### src/rtl/mvm_pkg.sv
// Shared types and helpers for the tiled signed matrix-vector multiplier.
// Holds the controller state encoding and the shift-then-clamp requantiser.
package mvm_pkg;

  typedef enum logic [1:0] {
    ST_IDLE  = 2'd0,
    ST_ACCUM = 2'd1,
    ST_WRITE = 2'd2,
    ST_OUT   = 2'd3
  } state_e;

  // Requantiser result: clamp flag plus the (sign-extended) output value.
  typedef struct packed {
    logic        sat;
    logic [63:0] val;
  } sat_res_t;

  // Arithmetic right shift by 'shift', then clamp to a signed out_w-bit range.
  // Widths up to 64 bits; the caller truncates val to its own output width.
  function automatic sat_res_t sat_shift(input logic signed [63:0] acc,
                                         input int unsigned        shift,
                                         input int unsigned        out_w);
    logic signed [63:0] v_s;
    logic signed [63:0] max_s;
    logic signed [63:0] min_s;
    sat_res_t           r;
    v_s   = acc >>> shift;
    max_s = (64'sd1 <<< (out_w - 32'd1)) - 64'sd1;
    min_s = -(64'sd1 <<< (out_w - 32'd1));
    if (v_s > max_s) begin
      r.sat = 1'b1;
      r.val = max_s;
    end else if (v_s < min_s) begin
      r.sat = 1'b1;
      r.val = min_s;
    end else begin
      r.sat = 1'b0;
      r.val = v_s;
    end
    return r;
  endfunction

endpackage

### src/rtl/mvm_tiled_mac_lane.sv
// Single signed MAC lane: loads an initial value on clr_i, otherwise adds the
// full-precision product a_i*b_i (sign-extended) when acc_en_i is high.
// The accumulator wraps modulo 2^ACC_WIDTH.
module mac_lane #(
  parameter int WIDTH     = 8,
  parameter int ACC_WIDTH = 20
) (
  input  logic                        clk,
  input  logic                        reset_n,
  input  logic                        clr_i,
  input  logic                        acc_en_i,
  input  logic signed [ACC_WIDTH-1:0] init_i,
  input  logic signed [WIDTH-1:0]     a_i,
  input  logic signed [WIDTH-1:0]     b_i,
  output logic signed [ACC_WIDTH-1:0] acc_o
);

  logic signed [2*WIDTH-1:0]   prod_s;
  logic signed [ACC_WIDTH-1:0] acc_d;
  logic signed [ACC_WIDTH-1:0] acc_q;

  // Next accumulator value: init-load has priority over accumulate.
  always_comb begin
    prod_s = a_i * b_i;
    if (clr_i) begin
      acc_d = init_i;
    end else if (acc_en_i) begin
      acc_d = acc_q + ACC_WIDTH'(prod_s);
    end else begin
      acc_d = acc_q;
    end
  end

  // Accumulator register, cleared by the asynchronous reset.
  always_ff @(posedge clk or negedge reset_n) begin
    if (!reset_n) begin
      acc_q <= '0;
    end else begin
      acc_q <= acc_d;
    end
  end

  assign acc_o = acc_q;

endmodule

### src/rtl/mvm_tiled.sv
// Tiled signed matrix-vector multiplier y = M*x with LANES parallel MAC lanes.
// Rows are processed in ROWS/LANES tiles of COLS accumulate cycles plus one
// write cycle; each element is requantised (>>> SHIFT, then clamp).
// Optional feature: define MVM_BIAS_EN to add a per-row bias input that
// preloads the accumulators at the start of every tile.
module mvm_tiled
  import mvm_pkg::*;
#(
  parameter int ROWS      = 8,
  parameter int COLS      = 4,
  parameter int LANES     = 4,
  parameter int WIDTH     = 8,
  parameter int ACC_WIDTH = 20,
  parameter int OUT_WIDTH = 8,
  parameter int SHIFT     = 4
) (
  input  logic                            clk,
  input  logic                            reset_n,
  input  logic                            in_valid,
  output logic                            in_ready,
  input  logic [ROWS*COLS*WIDTH-1:0]      matrix,
  input  logic [COLS*WIDTH-1:0]           vector,
`ifdef MVM_BIAS_EN
  input  logic [ROWS*WIDTH-1:0]           bias,
`endif
  output logic                            out_valid,
  input  logic                            out_ready,
  output logic [ROWS*OUT_WIDTH-1:0]       result_vector,
  output logic                            saturated
);

  localparam int TILES = ROWS / LANES;
  localparam int TW    = (TILES > 1) ? $clog2(TILES) : 1;
  localparam int CW    = (COLS > 1) ? $clog2(COLS) : 1;

  if (((ROWS % LANES) != 0) || (ACC_WIDTH < 2 * WIDTH)) begin : g_bad_params
    $error("mvm_tiled: illegal parameters (LANES must divide ROWS, ACC_WIDTH >= 2*WIDTH)");
  end

  state_e                     state_q;
  logic [TW-1:0]              tile_q;
  logic [CW-1:0]              col_q;
  logic [ROWS*COLS*WIDTH-1:0] mat_q;
  logic [COLS*WIDTH-1:0]      vec_q;
`ifdef MVM_BIAS_EN
  logic [ROWS*WIDTH-1:0]      bias_q;
`endif
  logic [ROWS*OUT_WIDTH-1:0]  res_q;
  logic                       sat_q;
  logic                       in_ready_q;
  logic                       out_valid_q;

  logic                        accept_s;
  logic                        clr_s;
  logic                        en_s;
  logic                        last_tile_s;
  logic signed [WIDTH-1:0]     x_s;
  logic signed [WIDTH-1:0]     a_s    [LANES];
  logic signed [ACC_WIDTH-1:0] init_s [LANES];
  logic signed [ACC_WIDTH-1:0] acc_s  [LANES];
  logic [OUT_WIDTH-1:0]        wr_val_s [LANES];
  logic                        wr_sat_s;

  // Lane control, operand selection, accumulator init values and requantisation.
  always_comb begin
    int       row_v;
    sat_res_t res_v;
    row_v       = 0;
    res_v       = '0;
    accept_s    = (state_q == ST_IDLE) && in_valid && in_ready_q;
    clr_s       = accept_s || (state_q == ST_WRITE);
    en_s        = (state_q == ST_ACCUM);
    last_tile_s = (tile_q == TW'(TILES - 1));
    x_s         = vec_q[WIDTH*(COLS - int'(col_q)) - 1 -: WIDTH];
    wr_sat_s    = 1'b0;
    for (int l = 0; l < LANES; l++) begin
      row_v    = int'(tile_q) * LANES + l;
      a_s[l]   = mat_q[WIDTH*(ROWS*COLS - row_v*COLS - int'(col_q)) - 1 -: WIDTH];
      res_v    = sat_shift(64'(acc_s[l]), SHIFT, OUT_WIDTH);
      wr_val_s[l] = OUT_WIDTH'(res_v.val);
      wr_sat_s = wr_sat_s | res_v.sat;
`ifdef MVM_BIAS_EN
      if (accept_s) begin
        init_s[l] = ACC_WIDTH'($signed(bias[WIDTH*(ROWS - l) - 1 -: WIDTH]));
      end else if ((state_q == ST_WRITE) && !last_tile_s) begin
        init_s[l] = ACC_WIDTH'($signed(bias_q[WIDTH*(ROWS - row_v - LANES) - 1 -: WIDTH]));
      end else begin
        init_s[l] = '0;
      end
`else
      init_s[l] = '0;
`endif
    end
  end

  for (genvar l = 0; l < LANES; l++) begin : g_lane
    mac_lane #(
      .WIDTH     (WIDTH),
      .ACC_WIDTH (ACC_WIDTH)
    ) u_lane (
      .clk      (clk),
      .reset_n  (reset_n),
      .clr_i    (clr_s),
      .acc_en_i (en_s),
      .init_i   (init_s[l]),
      .a_i      (a_s[l]),
      .b_i      (x_s),
      .acc_o    (acc_s[l])
    );
  end

  // Controller FSM with operand capture, tile/column counters and registered outputs.
  always_ff @(posedge clk or negedge reset_n) begin
    if (!reset_n) begin
      state_q     <= ST_IDLE;
      tile_q      <= '0;
      col_q       <= '0;
      mat_q       <= '0;
      vec_q       <= '0;
`ifdef MVM_BIAS_EN
      bias_q      <= '0;
`endif
      res_q       <= '0;
      sat_q       <= 1'b0;
      in_ready_q  <= 1'b1;
      out_valid_q <= 1'b0;
    end else begin
      case (state_q)
        ST_IDLE: begin
          if (accept_s) begin
            mat_q      <= matrix;
            vec_q      <= vector;
`ifdef MVM_BIAS_EN
            bias_q     <= bias;
`endif
            sat_q      <= 1'b0;
            tile_q     <= '0;
            col_q      <= '0;
            in_ready_q <= 1'b0;
            state_q    <= ST_ACCUM;
          end else begin
            in_ready_q <= 1'b1;
          end
        end
        ST_ACCUM: begin
          if (col_q == CW'(COLS - 1)) begin
            col_q   <= '0;
            state_q <= ST_WRITE;
          end else begin
            col_q   <= col_q + CW'(1);
          end
        end
        ST_WRITE: begin
          for (int l = 0; l < LANES; l++) begin
            res_q[OUT_WIDTH*(ROWS - (int'(tile_q)*LANES + l)) - 1 -: OUT_WIDTH] <= wr_val_s[l];
          end
          sat_q <= sat_q | wr_sat_s;
          if (last_tile_s) begin
            out_valid_q <= 1'b1;
            state_q     <= ST_OUT;
          end else begin
            tile_q      <= tile_q + TW'(1);
            state_q     <= ST_ACCUM;
          end
        end
        ST_OUT: begin
          if (out_ready) begin
            out_valid_q <= 1'b0;
            in_ready_q  <= 1'b1;
            state_q     <= ST_IDLE;
          end else begin
            out_valid_q <= 1'b1;
          end
        end
        default: begin
          out_valid_q <= 1'b0;
          in_ready_q  <= 1'b1;
          state_q     <= ST_IDLE;
        end
      endcase
    end
  end

  assign in_ready      = in_ready_q;
  assign out_valid     = out_valid_q;
  assign result_vector = res_q;
  assign saturated     = sat_q;

endmodule

### config.mk
export PLATFORM = sky130hd
export DESIGN_NAME = mvm_tiled
export DESIGN_NICKNAME = d
export VERILOG_FILES = /design/src/rtl/mvm_pkg.sv /design/src/rtl/mvm_tiled_mac_lane.sv /design/src/rtl/mvm_tiled.sv
export SDC_FILE = /design/constraint.sdc
export NUM_CORES = 2
export LEC_CHECK = 0
export CAP_MARGIN = 10
export CORE_MARGIN = 10
export CORE_UTILIZATION = 35
export DETAILED_ROUTE_END_ITERATION = 16
export GPL_TIMING_DRIVEN = 1
export PLACE_DENSITY_LB_ADDON = 0.1
export SLEW_MARGIN = 20
export SYNTH_ARGS = -nofsm -noshare
export SYNTH_HDL_FRONTEND = slang
export SYNTH_HIERARCHICAL = 1
export SYNTH_SLANG_ARGS = --single-unit
### constraint.sdc
create_clock -name clk -period 9.25 [get_ports clk]
set_input_delay 1.3875 -clock clk [delete_from_list [all_inputs] [get_ports clk]]
set_output_delay 1.3875 -clock clk [all_outputs]
set_load 0.1 [all_outputs]
==> metrics.txt <==
grt total ovfl 0; number of flops mapped to enable cells by yosys 0; count of buffer and inverter cells on the critical path 2; Clock H-tree levels 2; quantity of I/O buffers inserted on ports 358; Hold/Removal Path Class register to register; pin count of the biggest net entering global routing 193; Post-Place Cells 5,259; post-synthesis sequential element count 440; post-synth design cell area 34,400 um2; number of nets still failing antenna checks after routing 0; upper clock frequency limit 0.121 GHz; clock root buffer sky130_fd_sc_hd__clkbuf_16; top cell type by total area after synthesis sky130_fd_sc_hd__dfrtp_1; floorplan row count 115; Worst Hold Path EP mat_q[170]; GP Congestion 0.830; hold buffer count at CTS 0; end of the worst register-to-register path g_lane[0].u_lane/acc_o[18]; initial antenna violation count 19; share of the cycle needed by the critical path after routing 89.1%; accumulated negative setup slack 0 ns; crit-path max cell delay 0.85 ns; number of global-route vias before repair 26,900; type of element capturing the critical path register; required time of the worst setup path 9.79 ns; routed via count divided by cell count 4.70; slowest stage cell on the critical path sky130_fd_sc_hd__nor4_2; post-synthesis sequential area ratio 32.0%; maximum clock path buffer count 3; routed vias 25,300; Syn Area/Cell 9.47 um2; unrepaired setup endpoints after global routing false; Die ar. 111,000 um2; Finished Layout Cells 5,369; layout filler cell count 9,712; CP startpoint kind register; distinct cell type count after synthesis 79; total of cells resized after clock tree synthesis 0; Chip Width 334 um; launch point of the worst hold path mat_q[170]; total I/O pin count 359; number of nets in the layout 4,861; R2R Setup Slk 1.01 ns; count of yosys warnings during synthesis 6; kind of cell adding the most delay to the critical path adder cells; share of async-settable or async-resettable flops after synthesis 100%; DP HPWL 79,800 um; share of cells above drive strength 1 7.04%; number of cells traversed by the worst hold path 2; Total Routed Length 103,000 um; Final setup violation count 0; CP most frequent cell sky130_fd_sc_hd__fa_1; cell types with the largest area share after synthesis sky130_fd_sc_hd__dfrtp_1 32%, sky130_fd_sc_hd__fa_1 20%, sky130_fd_sc_hd__nand2_1 12%; wire length of the first global-routing pass 161,000 um; routed length per placed instance 19.1 um; clock latency at the later pin of the worst-skew pair 0.68 ns; worst r2r src col_q[0]; Total GRT Usage 18.4%; cell chain of the critical path inv_1 -> ha_4 -> inv_1 -> ha_1 -> nor4_2 -> a22oi_1 -> o21ai_0 -> and2_1 -> fa_1 -> fa_1 -> fa_1 -> fa_1 -> ha_1 -> ha_1 -> o21ai_0 -> o21ai_1 -> nand3_1 -> a21oi_1 -> xnor2_1 -> o21ai_1; Initial DRC Count 1,408; initial core utilization 35.2%; maximum net fanout on the critical path 25; number of clock buffers inserted by TritonCTS 55; total clock sinks 440; leading cell types in the layout, fill and taps excluded 1,120 x sky130_fd_sc_hd__nand2_1, 438 x sky130_fd_sc_hd__dfrtp_1, 395 x sky130_fd_sc_hd__inv_1, 357 x sky130_fd_sc_hd__clkdlybuf4s50_1, 352 x sky130_fd_sc_hd__fa_1; category of the most critical setup path register to register; time the final worst path needs with I/O delays and setup 8.24 ns; MaxCap Viol Count 0; CTS clock-pin slew for the worst setup and hold paths 0.06 ns; Final Hold Violating Endpoints 0; critical path arrival 8.78 ns; number of design rule violations left after detail routing 0; core outline area 98,000 um2; synthesis-to-finish area growth 21.2%; most common library cell in the layout ignoring fill and taps sky130_fd_sc_hd__nand2_1; slew at the pin closest to its max-slew limit 1.17 ns; Setup Fix Bufs, Post-CTS 0; normalized max-slew margin 22.0%; number of detailed-routing iterations run before antenna repair 5; outcome finished, final reports clean; Top FF cell, synth sky130_fd_sc_hd__dfrtp_1; final max-slew violation count 0; die span in y 334 um; Reg2Reg Depth 20; CTS tree yes; Post-Synthesis Cells 3,636; worst setup skew after layout 0.0443 ns; post-synth top area share 31.9%
[cell families (layout without fill, tap and decap cells)]
logic type | count (synthesis) | count (layout) | synth area share (%)
xor gates and xnor gates | 78 | 78 | 2.01
and+or+nand+nor | 1414 | 1414 | 17.1
other | 1 | 87 | 0.0109
AOI/OAI and AO/OA | 467 | 467 | 8.38
adders and majority gates | 540 | 540 | 27.3
muxes | 155 | 155 | 7.16
DFF | 440 | 440 | 32.0
buffers and inverters | 541 | 901 | 6.12
[registers in the layout (all words and copies together), names as in the netlist]
name,flops
out_valid,1
g_lane.u_lane/acc_o,80
col_q,2
state_q,2
mat_q,256
result_vector,64
vec_q,32
last_tile_s,1
in_ready,1
saturated,1
[area by class of cell]
class                      count  area, um2  area share (%)
multi-input combinational   2734      21700            52.0
sequential                   440      11000            26.4
timing repair buffer         399       3960            9.48
tap                         1287       1610            3.86
clock buffer                  72       1560            3.74
inverter                     399       1500            3.59
clock inverter                31        394           0.944
antenna                        7       17.5          0.0419
[cell usage after synthesis, drive strengths merged, types with 14 or more instances]
cell / n
a211oi: 14
a21o: 24
a21oi: 83
a22oi: 48
and2: 134
buf: 30
clkbuf: 112
dfrtp: 439
fa: 352
ha: 188
inv: 395
mux2: 30
mux2i: 55
mux4: 70
nand2: 1122
nand3: 16
nor2: 73
o21ai: 226
o21bai: 17
xnor2: 66
[metrics by stage]
step	util (%)	cell area, um2	worst slack (ns)	hold WS [ns]
finish	42.6	41800	1.01	0.467
global route	42.6	41700	0.408	0.492
CTS	42.6	41700	0.955	0.473
detailed placement	40.6	39800	0.972	0.458
global placement	40.6	39800	0.896	0.452
floorplan	-	34700	1.35	0.440
[layer usage]
metal  global-route usage, %  up-vias  part of all wire, %
met5                       0        -                 0.17
met4                    4.34       26                  2.0
met3                    4.29      115                  5.6
met2                    29.4      450                   45
met1                    25.2    12300                   47
li1                        -    12400                    -
[how the worst max path moves through the flow]
stage | slack, ns | cells past startpoint | end | startpoint
after floorplan | 1.35 | 26 | g_lane[2].u_lane/acc_o[12] | col_q[0]
after global placement | 0.90 | 22 | g_lane[0].u_lane/acc_o[17] | col_q[0]
after detailed placement | 0.97 | 22 | g_lane[0].u_lane/acc_o[17] | col_q[0]
after CTS | 0.95 | 22 | g_lane[0].u_lane/acc_o[17] | col_q[0]
after global routing | 0.41 | 20 | g_lane[0].u_lane/acc_o[18] | col_q[0]
final | 1.01 | 20 | g_lane[0].u_lane/acc_o[18] | col_q[0]
[worst reg2reg max path: cells and delay by family (launching register included)]
kind / cells / cell delay, ns
AO/OA/AOI/OAI: 6 / 1.44
flip-flops: 1 / 0.49
XOR/XNOR: 1 / 0.14
buffers and inverters: 2 / 0.48
adder cells (fa/ha/maj): 8 / 3.72
AND/OR/NAND/NOR: 3 / 1.83
Power is left out: the tool's default activity adds up to more than one toggle a clock period on the data nets, which glitch-free logic cannot reach.
